**config.mk**
```make
export PLATFORM = sky130hd
export DESIGN_NAME = led_fade_ctrl_flat
export DESIGN_NICKNAME = d
export VERILOG_FILES = /design/src/rtl/led_fade_ctrl_if.sv /design/src/rtl/led_fade_ctrl.sv /design/src/flat_wrapper.sv
export SDC_FILE = /design/constraint.sdc
export NUM_CORES = 1
export LEC_CHECK = 0
export CELL_PAD_IN_SITES_DETAIL_PLACEMENT = 0
export CELL_PAD_IN_SITES_GLOBAL_PLACEMENT = 1
export CORE_MARGIN = 10
export CORE_UTILIZATION = 39
export CTS_BUF_LIST = sky130_fd_sc_hd__clkbuf_8 sky130_fd_sc_hd__clkbuf_16
export DETAILED_ROUTE_END_ITERATION = 16
export PLACE_DENSITY_LB_ADDON = 0.25
export RECOVER_POWER = 50
export SLEW_MARGIN = 20
export SYNTH_ARGS = -nofsm -noshare
export SYNTH_HDL_FRONTEND = slang
export SYNTH_SLANG_ARGS = --single-unit
```
**constraint.sdc**
```tcl
create_clock -name CLK -period 2.1 [get_ports CLK]
set_input_delay 0.42 -clock CLK [delete_from_list [all_inputs] [get_ports CLK]]
set_output_delay 0.42 -clock CLK [all_outputs]
set_load 0.01 [all_outputs]
```
**src/rtl/led_fade_ctrl_if.sv**
```systemverilog
// ---------------------------------------------------------------------------
// led_fade_ctrl_if
//   Control/status bundle for the LED fade sequencer.
//   master : drives start/stop/mode/target/step_div, observes status
//   slave  : the sequencer itself
//   Signals:
//     start    - single-cycle sequence request (captures mode/target)
//     stop     - single-cycle abort
//     mode     - 00 fade up, 01 fade down, 10 breathe, 11 jump
//     target   - end level for fade/jump modes
//     step_div - PWM frames per level step (0 behaves as 1)
//     level    - brightness level currently applied
//     pwm_out  - registered LED drive
//     busy     - sequence active
//     done     - single-cycle completion pulse
// ---------------------------------------------------------------------------
interface led_fade_ctrl_if #(
   parameter int DIV_W = 16
);
   logic             start;
   logic             stop;
   logic [1:0]       mode;
   logic [3:0]       target;
   logic [DIV_W-1:0] step_div;
   logic [3:0]       level;
   logic             pwm_out;
   logic             busy;
   logic             done;

   modport master (
      output start, stop, mode, target, step_div,
      input  level, pwm_out, busy, done
   );

   modport slave (
      input  start, stop, mode, target, step_div,
      output level, pwm_out, busy, done
   );
endinterface

```
**src/rtl/led_fade_ctrl.sv**
```systemverilog
// ---------------------------------------------------------------------------
// led_fade_ctrl
//   Single-LED dimmer: 16-cycle PWM frame plus a sequencer that steps the
//   brightness level to fade up, fade down, breathe, or jump. Level changes
//   land only on frame boundaries (ctr 15->0) so no frame is ever truncated.
//   Ports:
//     CLK  - system clock
//     RST  - asynchronous active-high reset
//     bus  - led_fade_ctrl_if.slave (start/stop/mode/target/step_div in,
//            level/pwm_out/busy/done out)
//   Build option:
//     LED_FADE_GAMMA_EN - when defined, PWM compares against a gamma-mapped
//                         level; the level output stays linear.
// ---------------------------------------------------------------------------
module led_fade_ctrl #(
   parameter int DIV_W = 16
) (
   input  logic           CLK,
   input  logic           RST,
   led_fade_ctrl_if.slave bus
);

   typedef enum logic [1:0] {
      S_IDLE = 2'd0,
      S_UP   = 2'd1,
      S_DOWN = 2'd2,
      S_HOLD = 2'd3
   } state_t;

   state_t           state_q, state_d;
   logic [3:0]       ctr_q, ctr_d;
   logic [DIV_W-1:0] fcnt_q, fcnt_d;
   logic [3:0]       level_q, level_d;
   logic [3:0]       tgt_q, tgt_d;
   logic             brth_q, brth_d;
   logic             busy_q, busy_d;
   logic             done_q, done_d;
   logic             pwm_q, pwm_d;

   logic             frame_end;
   logic             step_now;
   logic [DIV_W-1:0] div_last;
   logic [3:0]       cmp;

   // Last cycle of the frame: the next edge is the frame boundary.
   assign frame_end = (ctr_q == 4'd15);

   // Frame count at which a step is taken; step_div of 0 behaves as 1.
   assign div_last = (bus.step_div == '0) ? '0 : bus.step_div - DIV_W'(1);

   // >= rather than == so a step_div lowered mid-sequence cannot strand fcnt.
   assign step_now = frame_end && (fcnt_q >= div_last);

`ifdef LED_FADE_GAMMA_EN
   always_comb begin
      case (level_q)
         4'd0, 4'd1, 4'd2:   cmp = 4'd0;
         4'd3, 4'd4, 4'd5:   cmp = 4'd1;
         4'd6, 4'd7:         cmp = 4'd2;
         4'd8:               cmp = 4'd3;
         4'd9:               cmp = 4'd4;
         4'd10:              cmp = 4'd5;
         4'd11:              cmp = 4'd6;
         4'd12:              cmp = 4'd8;
         4'd13:              cmp = 4'd10;
         4'd14:              cmp = 4'd12;
         default:            cmp = 4'd15;
      endcase
   end
`else
   assign cmp = level_q;
`endif

   always_comb begin
      ctr_d   = ctr_q + 4'd1;
      // Compare against the level in force for this ctr value; pwm_out
      // therefore trails ctr by one register stage.
      pwm_d   = (ctr_q < cmp);
      state_d = state_q;
      fcnt_d  = fcnt_q;
      level_d = level_q;
      tgt_d   = tgt_q;
      brth_d  = brth_q;
      done_d  = 1'b0;

      if (bus.stop) begin
         // Abort wins over start and over any step due this edge.
         state_d = S_IDLE;
         brth_d  = 1'b0;
      end else begin
         case (state_q)
            S_IDLE: begin
               if (bus.start) begin
                  tgt_d  = bus.target;
                  fcnt_d = '0;
                  brth_d = 1'b0;
                  case (bus.mode)
                     2'b00: state_d = S_UP;
                     2'b01: state_d = S_DOWN;
                     2'b10: begin
                        state_d = S_UP;
                        tgt_d   = 4'd15;
                        brth_d  = 1'b1;
                     end
                     default: state_d = S_HOLD;
                  endcase
               end
            end

            S_UP: begin
               if (step_now) begin
                  fcnt_d = '0;
                  if (level_q < tgt_q) begin
                     level_d = level_q + 4'd1;
                  end else if (brth_q) begin
                     state_d = S_DOWN;
                     tgt_d   = 4'd0;
                  end else begin
                     state_d = S_IDLE;
                     done_d  = 1'b1;
                  end
               end else if (frame_end) begin
                  fcnt_d = fcnt_q + DIV_W'(1);
               end
            end

            S_DOWN: begin
               if (step_now) begin
                  fcnt_d = '0;
                  if (level_q > tgt_q) begin
                     level_d = level_q - 4'd1;
                  end else if (brth_q) begin
                     state_d = S_UP;
                     tgt_d   = 4'd15;
                  end else begin
                     state_d = S_IDLE;
                     done_d  = 1'b1;
                  end
               end else if (frame_end) begin
                  fcnt_d = fcnt_q + DIV_W'(1);
               end
            end

            default: begin // S_HOLD
               if (frame_end) begin
                  level_d = tgt_q;
                  done_d  = 1'b1;
                  state_d = S_IDLE;
               end
            end
         endcase
      end

      busy_d = (state_d != S_IDLE);
   end

   always_ff @(posedge CLK or posedge RST) begin
      if (RST) begin
         state_q <= S_IDLE;
         ctr_q   <= '0;
         fcnt_q  <= '0;
         level_q <= '0;
         tgt_q   <= '0;
         brth_q  <= 1'b0;
         busy_q  <= 1'b0;
         done_q  <= 1'b0;
         pwm_q   <= 1'b0;
      end else begin
         state_q <= state_d;
         ctr_q   <= ctr_d;
         fcnt_q  <= fcnt_d;
         level_q <= level_d;
         tgt_q   <= tgt_d;
         brth_q  <= brth_d;
         busy_q  <= busy_d;
         done_q  <= done_d;
         pwm_q   <= pwm_d;
      end
   end

   assign bus.level   = level_q;
   assign bus.pwm_out = pwm_q;
   assign bus.busy    = busy_q;
   assign bus.done    = done_q;

endmodule
```
**src/flat_wrapper.sv**
```systemverilog
// flat-port wrapper written by rule: the top's interface ports become plain ports
module led_fade_ctrl_flat 
#(
   parameter int DIV_W = 16
)
  (CLK, RST, bus_start, bus_stop, bus_mode, bus_target, bus_step_div, bus_level, bus_pwm_out, bus_busy, bus_done);
  led_fade_ctrl_if #(.DIV_W(DIV_W)) bus_i ();
  input  logic CLK;
  input  logic RST;
  input wire logic [$bits(bus_i.start)-1:0] bus_start;
  input wire logic [$bits(bus_i.stop)-1:0] bus_stop;
  input wire logic [$bits(bus_i.mode)-1:0] bus_mode;
  input wire logic [$bits(bus_i.target)-1:0] bus_target;
  input wire logic [$bits(bus_i.step_div)-1:0] bus_step_div;
  output wire logic [$bits(bus_i.level)-1:0] bus_level;
  output wire logic [$bits(bus_i.pwm_out)-1:0] bus_pwm_out;
  output wire logic [$bits(bus_i.busy)-1:0] bus_busy;
  output wire logic [$bits(bus_i.done)-1:0] bus_done;
  assign bus_i.start = bus_start;
  assign bus_i.stop = bus_stop;
  assign bus_i.mode = bus_mode;
  assign bus_i.target = bus_target;
  assign bus_i.step_div = bus_step_div;
  assign bus_level = bus_i.level;
  assign bus_pwm_out = bus_i.pwm_out;
  assign bus_busy = bus_i.busy;
  assign bus_done = bus_i.done;
  led_fade_ctrl #(.DIV_W(DIV_W)) u_core (.CLK(CLK), .RST(RST), .bus(bus_i));
endmodule
```
==> results.txt, run 1 <==
Tmin final = 3620 ps
Sink Count = 34
Synth Area in Simple Gates = 0.221
grt total ovfl = 0
crit end category = flip-flop
min-delay worst type = reg -> reg
worst skew pair latency = 300 ps
P_int = 2.47 mW
Least-Margin Pin Slew = 876 ps
CTS Buf Count = 5
routing usage on met2 = 0.244
Die ar. = 0.0110 mm2
Via density = 5.08
dpl hpwl = 6.05 mm
Arr. time, crit path = 3800 ps
Post-Synth Adder-Cell Area = 0.154
Leak Pwr = 2.14 nW
r2r worst-path depth = 11
Fin. Hold Viols = 0
RR Startpoint = u_core.fcnt_q[13]
DRC viols = 0
status = complete, but fails checks
antenna violations before repair = 0
first-pass GRT wire length = 13.9 mm
failing checks = setup timing
Yosys cell types = 50
mux contribution to synthesized area = 0.0250
NetSw = 1.69 mW
total power = 4.16 mW
All-Layer GR Usage = 0.149
clk_skew = 10.9 ps
CP max stage cell = or4_4
# rows = 30
largest family of logic cells by synthesized area = simple AND/OR/NAND/NOR gates
post-synthesis xor/xnor area fraction = 0.0781
critical path required time = 2280 ps
synthesized instance count = 332
pin count of the biggest net entering global routing = 35
GPL Wtd Cong = 0.899
VDD IR max = 0.000835 V
Seq pwr share = 0.203
Clock Power Share = 0.181
R2R Setup Slk = -300 ps
kind of cell adding the most delay to the critical path = simple AND/OR/NAND/NOR gates
Final ANT Viol Nets = 0
Initial Util = 0.406
via count = 2,888
ratio of final minimum period to clock period = 1.72
htree depth = 2
IO buf count = 32
crit path max fanout = 5
Setup TNS = -38,270 ps
post-synthesis compound-gate area fraction = 0.176
Levels on crit path = 20
RSZ-0062 raised after global routing = yes
die height = 105 um
power per cell area = 910 mW/mm2
Worst setup startpoint = bus_step_div[5]
CP most frequent cell = buf_4
Yosys top cell area share = 0.303
DRT iter0 DRCs = 95
cell area after synthesis = 0.00280 mm2
# nets final = 532
CP Class = in -> reg
CP cell instances = clkdlybuf4s15_1, or4_4, nor3_4, buf_6, nand2_4, buf_4, nor2_4, xor2_1, nand2_1, ha_1, nand4_1, buf_4, nor2_1, o31ai_2, buf_4, o21a_4, buf_6, o2111ai_4, o211ai_1, or2_1
GR Layer Usage met1 = 0.194
Area Growth Syn to Fin = 62.9%
DR pass1 iterations = 4
synth warn = 0
clock tree root driver cell = clkbuf_8
Post-synth EDFFs = 0
post-synth top area cell = dfrtp_1
max incr delay on CP = 450 ps
Combinational Power Share = 0.616
maximum clock insertion buffer count = 2
ys async rst share = 1.00
CTS tree = yes
Sw Share = 0.406
Setup crit end = u_core.bus.busy
Slew headroom = 0.416
clock-pin slew on the worst setup and hold paths = 90 ps
pins over their slew limit = 0
global routing's busiest layer = met2
hold_buf cts = 0
fraction of layout cells with a size suffix above 1 = 0.372
Die W = 105 um
WP buf/inv = 6
final setup vio count = 28
Hold Path Origin = u_core.ctr_q[1]
GRT met3 Usage = 0.0301
Final Worst Setup Slack = -1520 ps
WL/cell = 14.7 um
RR Endpoint = u_core.bus.busy
Seq cells post-synth = 34
Core Area = 0.00691 mm2
Routed WL = 8.38 mm
element type at the critical path start = input pin
Primary FF master, synth = dfrtp_1
f_max = 276 MHz
number of diodes = 0
vias in the first global route = 2,904
Mapped Nets = 392
I/O Pins = 33
top cells by area, synth = dfrtp_1, ha_1, nand2_1
Syn Area/Cell = 8.45 um2
Seq/Total Area, Yosys = 0.303
max cap viols = 0
sequential cells by signal (all words and copies together), names as in the netlist:
register and cells:
u_core.brth_q 1, u_core.state_q 2, u_core.tgt_q 4, u_core.bus.level 4
u_core.fcnt_q 16, u_core.bus.done 1, u_core.bus.busy 1, u_core.ctr_q 4
u_core.bus.pwm_out 1
cell usage after synthesis, types with 3 or more instances:
master and instances:
dfrtp_1 34, nor4_1 3, a21oi_1 9, mux2i_1 7, ha_1 33, and3_1 6
o21ai_0 27, inv_1 25, nand2b_1 7, nor2_1 26, nand2_1 45, o21ai_1 3
o211ai_1 3, xnor2_1 11, xor2_1 14, o22ai_1 4, a31oi_1 4, and2_1 3
nor3_1 8, nand4_1 9, o2111ai_1 3, clkbuf_1 6, nand3_1 5, a21o_1 3
or4_1 3
per-stage QoR:
stage	util	instance area [um2]	setup slack (ps)	cells	hold WS [ps]
2_1_floorplan	-	2880	-1420	332	434
3_3_place_gp	0.568	3920	-2020	539	479
3_5_place_dp	0.568	3920	-2090	539	493
4_1_cts	0.628	4330	-1520	562	514
5_1_grt	0.661	4570	-1650	569	546
6_report	0.661	4570	-1520	569	510
kinds of logic after synthesis:
logic type,after synthesis
flip-flops,34
AO/OA/AOI/OAI,74
XOR/XNOR,25
buffers and inverters,31
adder cells (fa/ha/maj),34
AND/OR/NAND/NOR,127
multiplexers,7
worst min-delay path by stage:
stage                                 end  slack [ps]  cells after the start
after global routing      u_core.ctr_q[1]         550                      1
after floorplan           u_core.ctr_q[0]         430                      1
after detailed placement  u_core.ctr_q[1]         490                      1
after CTS                 u_core.ctr_q[1]         510                      1
after global placement    u_core.ctr_q[1]         480                      1
final                     u_core.ctr_q[1]         510                      1
routing by layer:
metal / part of all wire / wire [um]
met3: 0.031 / 258
met5: 0 / 0
met2: 0.48 / 4060
met4: 0.0091 / 76
met1: 0.48 / 3990
what timing repair did:
action / in CTS / in global routing
setup buffers: 15 / 8
pin swaps: 35 / 38
setup endpoints to repair: 28 / 28
gates resized for setup: 66 / 42
layout make-up:
cell class              count  area (um2)
well taps                  96         120
inverters                  25        93.8
clock inverters             3        68.8
repair buffers            139        1170
flip-flops and latches     34         851
clock buffers               5        68.8
fillers                   563        2340
multi-input cells         267        2200
worst reg2reg max path, delay by kind of cell (launching register included):
kind,cells,cell delay [ps]
AO/OA/AOI/OAI,4,580
adder cells (fa/ha/maj),1,280
buffers and inverters,3,440
flip-flops,1,420
AND/OR/NAND/NOR,3,560
power groups by stage:
stage | Combinational, mW | Sequential [mW] | Clock (mW)
2_1_floorplan | 1.14 | 0.900 | 0
3_3_place_gp | 2.10 | 0.855 | 0
3_5_place_dp | 2.15 | 0.857 | 0
4_1_cts | 2.34 | 0.846 | 0.768
5_1_grt | 2.82 | 0.864 | 0.798
6_report | 2.56 | 0.846 | 0.752
cells in the final DEF (no fill, tap or decap), types with 6 or more instances in the layout:
| master | count |
|---|---|
| buf_4 | 93 |
| clkdlybuf4s50_1 | 23 |
| o21ai_2 | 9 |
| nand2b_1 | 7 |
| a21oi_1 | 8 |
| nor2_1 | 20 |
| buf_6 | 15 |
| xor2_1 | 14 |
| nand2_1 | 41 |
| ha_1 | 30 |
| dfrtp_1 | 34 |
| and3_1 | 6 |
| o21ai_0 | 11 |
| inv_1 | 25 |
| o21ai_1 | 7 |
| nand4_1 | 9 |
| mux2i_1 | 6 |
| xnor2_1 | 11 |
Power figures use the tool's default switching activity.
==> inputs of run 2 (changes only) <==
--- a/config.mk
+++ b/config.mk
@@ -13,6 +13,7 @@
 export DETAILED_ROUTE_END_ITERATION = 16
 export PLACE_DENSITY_LB_ADDON = 0.25
 export RECOVER_POWER = 50
+export REMOVE_ABC_BUFFERS = 1
 export SLEW_MARGIN = 20
 export SYNTH_ARGS = -nofsm -noshare
 export SYNTH_HDL_FRONTEND = slang
==> constraint.sdc (replaced) <==
create_clock -name CLK -period 3 [get_ports CLK]
set_input_delay 0.6 -clock CLK [delete_from_list [all_inputs] [get_ports CLK]]
set_output_delay 0.6 -clock CLK [all_outputs]
set_load 0.01 [all_outputs]
==> results.txt, run 2 (synthesis gave the netlist of run 1 again) <==
status = complete, but fails checks
failing checks = capacitance limit, slew limit, setup timing
DRC viols = 0
# rows = 30
element type at the critical path start = input pin
clk_skew = 9.95 ps
CTS Buf Count = 5
vias in the first global route = 2,720
Routed WL = 7.71 mm
Fin. Hold Viols = 0
number of diodes = 0
largest reg by FF count = u_core.fcnt_q
Area Growth Syn to Fin = 44.3%
Core Area = 0.00691 mm2
hold_buf cts = 0
antenna violations before repair = 0
I/O Pins = 33
Via density = 5.21
fillers = 640
Tmin final = 3680 ps
WHS Path Cells = 1
Combinational Power Share = 0.533
Largest register FFs = 16
fraction of layout cells with a size suffix above 1 = 0.282
multi-input logic area = 0.00207 mm2
htree depth = 2
Least-Margin Pin Slew = 1900 ps
pins over their slew limit = 35
Arr. time, crit path = 3870 ps
Final Worst Setup Slack = -681 ps
f_max = 272 MHz
final core utilization = 0.586
CP Class = in -> reg
P_int = 1.47 mW
critical path required time = 3180 ps
storage element area = 851 um2
r2r worst-path depth = 9
max cap viols = 1
crit path max fanout = 4
Sw Share = 0.412
total power = 2.50 mW
grt total ovfl = 0
pin count of the biggest net entering global routing = 35
Initial Util = 0.406
RSZ-0062 raised after global routing = yes
dpl hpwl = 5.58 mm
commonest non-fill, non-tap cell in the layout = buf_4
Die ar. = 0.0110 mm2
DRT iter0 DRCs = 100
Seq pwr share = 0.255
first-pass GRT wire length = 12.9 mm
worst skew pair latency = 300 ps
highest-count cells in the layout ignoring fill and taps = buf_4, nand2_1, dfrtp_1
WL/cell = 14.8 um
IO buf count = 32
VDD IR max = 0.000531 V
maximum clock insertion buffer count = 2
power per cell area = 619 mW/mm2
Slew headroom = -0.265
Placed Area = 0.00354 mm2
ratio of final minimum period to clock period = 1.23
Die W = 105 um
NetSw = 1.03 mW
CTS tree = yes
cell area after layout = 0.00405 mm2
GPL Wtd Cong = 0.869
clock-pin slew on the worst setup and hold paths = 90 ps
Sink Count = 34
Setup TNS = -16,500 ps
min-delay worst type = reg -> reg
clock tree root driver cell = clkbuf_8
All-Layer GR Usage = 0.138
# nets final = 484
die height = 105 um
final setup vio count = 28
Final ANT Viol Nets = 0
via count = 2,712
crit end category = flip-flop
DR pass1 iterations = 4
Clock Power Share = 0.212
Leak Pwr = 1.89 nW
hold slack = 480 ps
-- run 2: per-stage QoR --
step,setup slack (ps),cells
after floorplan,-967,326
after global placement,-1430,496
after detailed placement,-1490,496
after CTS,-836,515
after global routing,-814,521
final,-681,521
-- run 2: repair_timing --
item,4_1_cts,5_1_grt
gates resized for setup,65,36
cloned,0,1
endpoints found under the setup margin,28,28
pin swaps,31,28
setup buffers,11,6
-- run 2: routing by layer --
layer,vias to the layer above,global-route usage,wire (um)
li1,1371,-,-
met4,0,0.0500,98
met1,1292,0.183,3670
met2,42,0.220,3710
met3,7,0.0227,231
met5,-,0,0
-- run 2: area by class of cell --
type | count | share of cell area
multi-input cells | 267 | 0.512
well taps | 96 | 0.0297
inverters | 25 | 0.0232
clock inverters | 3 | 0.0170
repair buffers | 91 | 0.190
clock buffers | 5 | 0.0170
flip-flops and latches | 34 | 0.210
-- run 2: worst max-delay path, stage by stage --
cell	delay [ps]
buf_6	90
or4_4	540
nor3_2	110
buf_4	150
buf_6	100
nand2_4	60
nor3_2	130
xor2_1	180
nand2_1	80
ha_1	290
nand4_1	140
a211o_1	260
or2_4	240
o21a_4	210
buf_4	140
o21ai_2	120
o2111ai_2	140
buf_6	160
mux2i_1	110
-- run 2: worst paths after layout --
kind                              startpoint            endpoint  slack (ps)
setup reg to reg           u_core.state_q[0]   u_core.fcnt_q[11]         460
setup / recovery             bus_step_div[2]     u_core.tgt_q[1]        -680
hold / removal               u_core.ctr_q[0]     u_core.ctr_q[0]         480
hold reg to reg              u_core.ctr_q[0]     u_core.ctr_q[0]         480
min in group asynchronous                RST  u_core.bus.pwm_out        1420
max in group asynchronous                RST   u_core.fcnt_q[14]         480
-- run 2: power by group through the flow --
stage / Clock (mW) / Combinational (mW) / Sequential [mW]
detailed placement: 0 / 1.22 / 0.642
CTS: 0.542 / 1.32 / 0.636
floorplan: 0 / 0.767 / 0.630
global placement: 0 / 1.19 / 0.643
global route: 0.566 / 1.49 / 0.652
finish: 0.532 / 1.34 / 0.638
